File: src/rtl/systolic_feeder.sv
// systolic_feeder
//   Operand sequencer for the 4x4 systolic_array. Matrices A and B live in two
//   16-entry register files loaded through a simple write port. A start pulse
//   clears the array, streams the diagonally skewed operands into the west and
//   north edges, waits for the array's done and then pulses complete.
//
// Ports
//   clk, rst            clock, asynchronous active-high reset
//   wr_en/wr_sel        operand write strobe / target (0 = A, 1 = B), IDLE only
//   wr_addr/wr_data     element index row*4+col / element value
//   start               begin a run (sampled in IDLE only)
//   array_done          done from the array (sampled in DRAIN only)
//   array_clr           one-cycle clear pulse to the array
//   west0/4/8/12        row operands to the array's input_west*
//   north0..north3      column operands to the array's input_north*
//   busy                run in progress
//   complete            one-cycle pulse when a run finishes
module systolic_feeder #(
    parameter int DATA_BIT = 8,
    parameter int N        = 4
) (
    input  logic                clk,
    input  logic                rst,
    input  logic                wr_en,
    input  logic                wr_sel,
    input  logic [3:0]          wr_addr,
    input  logic [DATA_BIT-1:0] wr_data,
    input  logic                start,
    input  logic                array_done,
    output logic                array_clr,
    output logic [DATA_BIT-1:0] west0,
    output logic [DATA_BIT-1:0] west4,
    output logic [DATA_BIT-1:0] west8,
    output logic [DATA_BIT-1:0] west12,
    output logic [DATA_BIT-1:0] north0,
    output logic [DATA_BIT-1:0] north1,
    output logic [DATA_BIT-1:0] north2,
    output logic [DATA_BIT-1:0] north3,
    output logic                busy,
    output logic                complete
);

    typedef enum logic [2:0] {
        S_IDLE,
        S_CLEAR,
        S_FEED,
        S_DRAIN,
        S_DONE
    } state_t;

    state_t              state_q;
    logic [2:0]          t_q;
    logic [2:0]          t_d;
    logic                clr_q;
    logic                busy_q;
    logic                complete_q;
    logic [DATA_BIT-1:0] a_q     [N*N];
    logic [DATA_BIT-1:0] b_q     [N*N];
    logic [DATA_BIT-1:0] west_q  [N];
    logic [DATA_BIT-1:0] north_q [N];
    logic [DATA_BIT-1:0] west_d  [N];
    logic [DATA_BIT-1:0] north_d [N];

    // Lane values for the feed step that becomes visible after the coming
    // edge: step 0 when leaving CLEAR, otherwise the step after t_q.
    always_comb begin
        logic signed [3:0] diff;
        diff = '0;
        t_d  = (state_q == S_CLEAR) ? 3'd0 : t_q + 3'd1;
        for (int r = 0; r < N; r++) begin
            // Lane r/c is skewed by its index; out-of-window steps feed 0.
            diff       = $signed({1'b0, t_d}) - $signed(4'(r));
            west_d[r]  = '0;
            north_d[r] = '0;
            if (diff >= 4'sd0 && diff <= 4'sd3) begin
                west_d[r]  = a_q[{2'(r), diff[1:0]}];
                north_d[r] = b_q[{diff[1:0], 2'(r)}];
            end
        end
    end

    // Operand storage; writes are accepted only while idle. A write that
    // coincides with start lands on the edge that enters CLEAR, so the run
    // already sees it.
    always_ff @(posedge clk or posedge rst) begin
        if (rst) begin
            for (int i = 0; i < N*N; i++) begin
                a_q[i] <= '0;
                b_q[i] <= '0;
            end
        end else if (wr_en && state_q == S_IDLE) begin
            if (wr_sel) b_q[wr_addr] <= wr_data;
            else        a_q[wr_addr] <= wr_data;
        end
    end

    // Sequencer with registered outputs.
    always_ff @(posedge clk or posedge rst) begin
        if (rst) begin
            state_q    <= S_IDLE;
            t_q        <= '0;
            clr_q      <= 1'b0;
            busy_q     <= 1'b0;
            complete_q <= 1'b0;
            west_q     <= '{default: '0};
            north_q    <= '{default: '0};
        end else begin
            case (state_q)
                S_IDLE: begin
                    if (start) begin
                        state_q <= S_CLEAR;
                        clr_q   <= 1'b1;
                        busy_q  <= 1'b1;
                    end
                end
                S_CLEAR: begin
                    state_q <= S_FEED;
                    clr_q   <= 1'b0;
                    t_q     <= t_d;
                    west_q  <= west_d;
                    north_q <= north_d;
                end
                S_FEED: begin
                    // t_q is the step currently on the lanes; 2N-1 steps total.
                    if (t_q == 3'd6) begin
                        state_q <= S_DRAIN;
                        west_q  <= '{default: '0};
                        north_q <= '{default: '0};
                    end else begin
                        t_q     <= t_d;
                        west_q  <= west_d;
                        north_q <= north_d;
                    end
                end
                S_DRAIN: begin
                    if (array_done) begin
                        state_q    <= S_DONE;
                        complete_q <= 1'b1;
                    end
                end
                S_DONE: begin
                    state_q    <= S_IDLE;
                    complete_q <= 1'b0;
                    busy_q     <= 1'b0;
                end
                default: begin
                    state_q <= S_IDLE;
                end
            endcase
        end
    end

    assign array_clr = clr_q;
    assign busy      = busy_q;
    assign complete  = complete_q;
    assign west0     = west_q[0];
    assign west4     = west_q[1];
    assign west8     = west_q[2];
    assign west12    = west_q[3];
    assign north0    = north_q[0];
    assign north1    = north_q[1];
    assign north2    = north_q[2];
    assign north3    = north_q[3];

endmodule

File: config.mk
export PLATFORM = sky130hd
export DESIGN_NAME = systolic_feeder
export DESIGN_NICKNAME = d
export VERILOG_FILES = /design/src/rtl/systolic_feeder.sv
export SDC_FILE = /design/constraint.sdc
export NUM_CORES = 1
export LEC_CHECK = 0
export ABC_AREA = 1
export CAP_MARGIN = 30
export CORE_ASPECT_RATIO = 1.75
export CORE_MARGIN = 2
export CORE_UTILIZATION = 50
export CTS_BUF_LIST = sky130_fd_sc_hd__clkbuf_8
export DETAILED_ROUTE_END_ITERATION = 10
export PLACE_DENSITY = 0.71
export SETUP_SLACK_MARGIN = 0.1
export SYNTH_ARGS = -nofsm -noshare
export SYNTH_HDL_FRONTEND = slang
export SYNTH_SLANG_ARGS = --single-unit
File: constraint.sdc
create_clock -name clk -period 10.3 [get_ports clk]
set_clock_uncertainty 0.15 [all_clocks]
set_input_delay 1.545 -clock clk [delete_from_list [all_inputs] [get_ports clk]]
set_output_delay 1.545 -clock clk [all_outputs]
set_load 0.005 [all_outputs]
* After elaboration in Yosys (flattened, before gate mapping) *
Index checks and enable logic that the tools add are counted.

storage, ports and cells
  flip-flop bits (word level) = 329
  bits of input ports = 18
  output and inout port bits = 67
  word-level logic and storage cells = 156

operators by class
  $add $sub $neg = 4
  magnitude comparators = 18
  equal/unequal tests = 9
  mux-type cells = 52
  bitwise gates (word level) = 10
  reductions and logical operators = 18

operators by type and width
  operator                                                                             number
  8-bit binary-select mux with 4-bit select                                            8
  128-bit bitwise mux                                                                  2
  8-bit two-way mux                                                                    25
  32-bit case mux with 2 select lines                                                  2
  32-bit two-way mux                                                                   2
  5-bit greater-or-equal comparator, second input constant                             9
  4-bit inverter with 5-bit output                                                     7
  8-bit demux with 4-bit select                                                        1
  3-bit two-way mux                                                                    5
  4-bit by 1-bit greater-or-equal comparator with 1-bit output, second input constant  3
  4-bit by 3-bit less-or-equal comparator with 1-bit output, second input constant     3
  3-bit case mux with 4 select lines                                                   1
  2-bit AND reduction                                                                  6
  2-bit inequality test, second input constant                                         4
  2-bit nonzero test                                                                   4
  3-bit by 2-bit subtractor with 4-bit output, second input constant                   2
  3-bit by 2-bit equality test with 1-bit output, second input constant                2
  3-bit equality test, second input constant                                           2
  1-bit logical AND                                                                    6
  1-bit case mux with 2 select lines                                                   3
  3-bit case mux with 2 select lines                                                   1
  5-bit by 1-bit less-than comparator with 1-bit output, second input constant         1
  2-bit inverter with 5-bit output                                                     1
  3-bit inverter with 5-bit output                                                     1
  9 further kinds                                                                      10

* Depth between registers and ports, before layout *
  depth in word-level cells = 10
  depth in mapped cells = 20
  depth with buffers taken out = 14

* Worst setup path after synthesis *
No wires, ideal clock.

  kind = register -> register
  start point = register t_q[0]
  end point = register west_q, in the netlist west12[7]
  setup time = 0.124 ns
  arrival = 2.810 ns
  data required time = 10.026 ns
  path slack = 7.216 ns
  stages on the path, launching flop included = 18
  path buffers = 7
  period minus slack after synthesis = 3.084 ns
  cell sequence = dfrtp_1 clkbuf_1 inv_1 buf_2 clkbuf_1 ha_1 inv_1 nand2_1 buf_2 buf_2 inv_1 ha_1 clkbuf_1 inv_1 buf_1 nand3_1 nand2_1 o21bai_1

between the ends
  cells in the longest elaborated chain, start to end = 10
  elaborated cells on any way between the ends = 14
  classes of those cells = add/sub: 2; order compare: 2; eq/ne: 1; mux: 7; bitwise: 1; reduce/logical: 1

RTL lines
  item                                                    line  text
  start, declared                                         52    logic [2:0] t_q;
  start signal, assigned                                  119   t_q <= t_d;
  start signal, assigned                                  130   t_q <= t_d;
  3-bit by 1-bit adder with 3-bit output (*)              69    t_d = (state_q == S_CLEAR) ? 3'd0 : t_q + 3'd1;
  3-bit two-way mux (*)                                   69
  named net t_d[1]                                        53    logic [2:0] t_d;
  3-bit by 2-bit subtractor with 4-bit output (*)         72    diff = $signed({1'b0, t_d}) - $signed(4'(r));
  4-bit inverter with 5-bit output (not written as such)  76    west_d[r] = a_q[{2'(r), diff[1:0]}];
  8-bit binary-select mux with 4-bit select               76
  8-bit two-way mux (not written as such) (2 in a row)    76
  8-bit two-way mux (*)                                   75    if (diff >= 4'sd0 && diff <= 4'sd3) begin
  32-bit two-way mux                                      125   if (t_q == 3'd6) begin
  32-bit case mux with 2 select lines (*)                 108   case (state_q)
  end signal, assigned                                    120   west_q <= west_d;
  end signal, assigned                                    131   west_q <= west_d;
  end, declared                                           59    logic [DATA_BIT-1:0] west_q [N];

The timed path passes the listed nets; every way through them passes the cells marked *. The select of a mux whose other input is x is not followed.
A chain may end at the register's enable or synchronous reset.

* Worst setup path after layout *
  start point = register t_q[0]
  end point = register north_q, in the netlist north1[7]

between the ends
  cells in the longest elaborated chain, start to end = 10
  elaborated cells on any way between the ends = 14
  classes of those cells = add/sub: 2; order compare: 2; eq/ne: 1; mux: 7; bitwise: 1; reduce/logical: 1

RTL lines
  item                                                    line  text
  3-bit by 1-bit adder with 3-bit output                  69
  3-bit two-way mux                                       69
  3-bit by 1-bit subtractor with 4-bit output             72
  4-bit inverter with 5-bit output (not written as such)  77    north_d[r] = b_q[{diff[1:0], 2'(r)}];
  8-bit binary-select mux with 4-bit select               77
  8-bit two-way mux (not written as such) (2 in a row)    77
  8-bit two-way mux                                       75
  32-bit two-way mux                                      125
  32-bit case mux with 2 select lines (*)                 108
  end signal, assigned                                    121   north_q <= north_d;
  end signal, assigned                                    132   north_q <= north_d;
  end, declared                                           60    logic [DATA_BIT-1:0] north_q [N];

Mark *: on every way between the ends. The rest lies on a longest branch, timed or not. The select of a mux whose other input is x is not followed.

==> out/qor.yml <==
run_status:
  status: "finished clean"
global_route:
  grt_use_met3: 0.03697
  grt_antenna_before_repair: 1
  grt-ovfl-total: 0
  grt_pass1_wl_um: 67800
  grt_start_max_net_pins: 167
  grt_use_met1: 0.3121
  met2_usage: 0.4745
  grt_pass1_vias: 13200
  grt_util_all_layers: 0.2666
  busiest_layer: "met2"
setup_path:
  cp_top_family: "simple AND/OR/NAND/NOR gates"
  crit_path_top_delay_cell: "dfrtp_1"
  cp_num_buf_inv: 4
  cp.arrival_ns: 4.21
  required_ns: 10.67
  r2r_end: "north1[7]"
  startpoint_type: "register"
  r2r-start: "t_q[0]"
  cpPeakStageDelay_ns: 0.81
  crit_top_cell: "nand2_1"
  crit_type: "reg -> reg"
  r2r_slack_ns: 6.46
  cp-end-kind: "register"
  path_max_fanout: 68
  cp-startpoint: "t_q[0]"
  rr_worst_depth: 13
  worstPathCellList: "buf_16 > inv_2 > ha_1 > inv_1 > nand2_2 > buf_4 > ha_1 > nand3_1 > nand2_1 > nand2_1 > nor2_2 > nand2_1 > nand2_1"
floorplan:
  start_util: 0.5092
  die_x_um: 136.5
  rows: 84
  core_mm2: 0.03016
  ios: 85
  die_h_um: 235.9
  fp.dieArea_mm2: 0.03219
detailed_routing:
  vias_per_cell: 5.410
  drc_errors: 0
  antenna_left: 0
  avgRoutedWirePerCell_um: 17.21
  vias: 13090
  first_pass_iters: 5
  drt_iter0_markers: 1072
  drt-total-wl_um: 41640
clock_tree:
  ctsRootBufferMaster: "clkbuf_8"
  cts_hold_buf: 0
  path_clk_slew_ns: 0.07
  ctsResizeCount: 0
  htreeDepth: 2
  clk_latency_ns: 0.58
  cts_sinks: 329
  cts_setup_buffers: 0
  cts_tree: "done"
  cts_buffers: 48
  clock_path_buffers: 3
pwr:
  ir_drop_uv: 181.0
  powerDensity_mw_per_mm2: 300.9
  p_leak_nw: 8.871
  power_mw: 5.228
timing:
  grt_setup_unrepaired: "false"
  fin_setup_tns_ns: 0
  final-max-slew-violation-count: 0
  hold_viol_final: 0
  worstMarginPinSlew_ns: 0.9583
  relSlewSlack: 0.3611
  fmax_mhz: 260.1
  fin_crit_ns: 3.844
  finalSetupViolations: 0
  period_share: 0.3732
synth:
  netlist_top_cells_area: "dfrtp_1 (54%), nand2_1 (19%), o21ai_0 (7.6%)"
  syn_inst: 1969
  synthArstFlopShare: 1.000
  netlist-cell-type-count: 24
  yosys.area_share.simple: 0.2883
  netlist_area_mm2: 0.01536
  synth_common_cells: "nand2_1 (778), dfrtp_1 (329), o21ai_0 (232)"
  synth.avg_cell_area_um2: 7.800
  synthXorXnorAreaFrac: 0
  synth_warnings: 0
  synth_largest_area_cell: "dfrtp_1"
  ys.flop_type: "dfrtp_1"
  synth-adder-area-share: 0.006517
  ys_ff_latch: 329
  synth_fp_nets: 1995
  synth.most_common_cell: "nand2_1"
  yosysSeqAreaShare: 0.5360
  synth.top_cell.area_share: 0.5360
  synth_top_family_by_area: "simple AND/OR/NAND/NOR gates"
  synth_compound_area_frac: 0.09711
  synthMuxAreaShare: 0
  synth_edf_count: 0
hold_path:
  worstHoldPathType: "reg -> reg"
  holdPathStages: 2
  hold_start: "west0[3]"
  min_to: "west0[3]"
finish:
  fin_nets: 2024
  syn_to_final_growth_pct: 13.13
  seq_area_mm2: 0.008233
  drive_gt1_frac: 0.06742
  post-route-util: 0.5760
  multi_input_area_mm2: 0.006041
  fillers: 2809
  final_area_mm2: 0.01738
  stdcell_count: 2420
place:
  dpl.hpwl_um: 25210
  dp_cells: 2333
  gp_congestion: 0.7896
  placed_area_mm2: 0.01635
  numPortBuffers: 84
job:
  cap_violations: 0
[cell type report]
type | instances | share of cell area
Inverter | 150 | 0.03262
Clock inverter | 19 | 0.005761
Multi-Input combinational cell | 1364 | 0.3477
Timing Repair Buffer | 105 | 0.06063
Tap cell | 387 | 0.02787
Antenna cell | 1 | 0.0001440
Clock buffer | 65 | 0.05149
Sequential cell | 329 | 0.4738
[metrics by stage]
step	hold slack [ns]	setup slack, ns
after floorplan	0.2993	4.212
after global placement	0.3121	5.874
after detailed placement	0.3141	5.820
after CTS	0.3320	6.437
after global routing	0.3497	6.242
final	0.3270	6.456
[layer usage]
layer / up-vias / routed length (um) / share of wire
met1: 6282 / 16050 / 0.39
met5: - / 0 / 0
met2: 397 / 21820 / 0.52
li1: 6294 / - / -
met3: 119 / 2073 / 0.050
met4: 0 / 1691 / 0.041
[tightest hold or removal path, stage by stage (launching register included)]
cell	delay, ns
dfrtp_1	0.34
nand2_1	0.05
nand2_1	0.06
[logic make-up (layout without fill, tap and decap cells)]
group | after synthesis | in the layout
DFF | 329 | 329
buffers and inverters | 276 | 339
and+or+nand+nor | 1059 | 1059
AOI/OAI and AO/OA | 297 | 297
adders and majority gates | 8 | 8
other | 0 | 1
[state kept, by name (all words and copies together) (netlist names)]
| name | cells |
|---|---|
| north0 | 8 |
| busy | 1 |
| west4 | 8 |
| t_q | 3 |
| north1 | 8 |
| array_clr | 1 |
| complete | 1 |
| state_q | 3 |
| a_q | 128 |
| b_q | 128 |
| north2 | 8 |
| west12 | 8 |
| west8 | 8 |
| west0 | 8 |
| north3 | 8 |
[cells in the final DEF (no fill, tap or decap), types with 6 or more instances in the layout]
master,Yosys,routed
nor2_2,21,21
o21ai_0,232,232
ha_1,8,8
buf_4,3,16
a21oi_1,33,33
clkbuf_8,0,65
nand3_1,230,230
nor2_1,13,13
nand2_1,778,776
dfrtp_1,329,329
inv_2,5,6
clkdlybuf4s50_1,0,78
buf_2,47,6
inv_1,145,159
o21ai_1,30,30
nor2_4,9,9
[power by group]
part           total (mW)  switching [mW]  internal, mW  leakage [nW]
clock                1.09           0.502         0.583         0.575
combinational        2.34            1.58         0.756          4.35
sequential           1.80           0.155          1.65          3.95
total                5.23            2.24          2.99          8.87
[worst max path at each step]
stage / depth (start not counted) / slack, ns / end
5_1_grt: 12 / 6.24 / north1[4]
2_1_floorplan: 1 / 4.21 / a_q[0]
6_report: 13 / 6.46 / north1[7]
3_5_place_dp: 4 / 5.82 / west12[3]
4_1_cts: 4 / 6.44 / a_q[66]
3_3_place_gp: 4 / 5.87 / west4[3]
(Power assumes the default switching activity.)
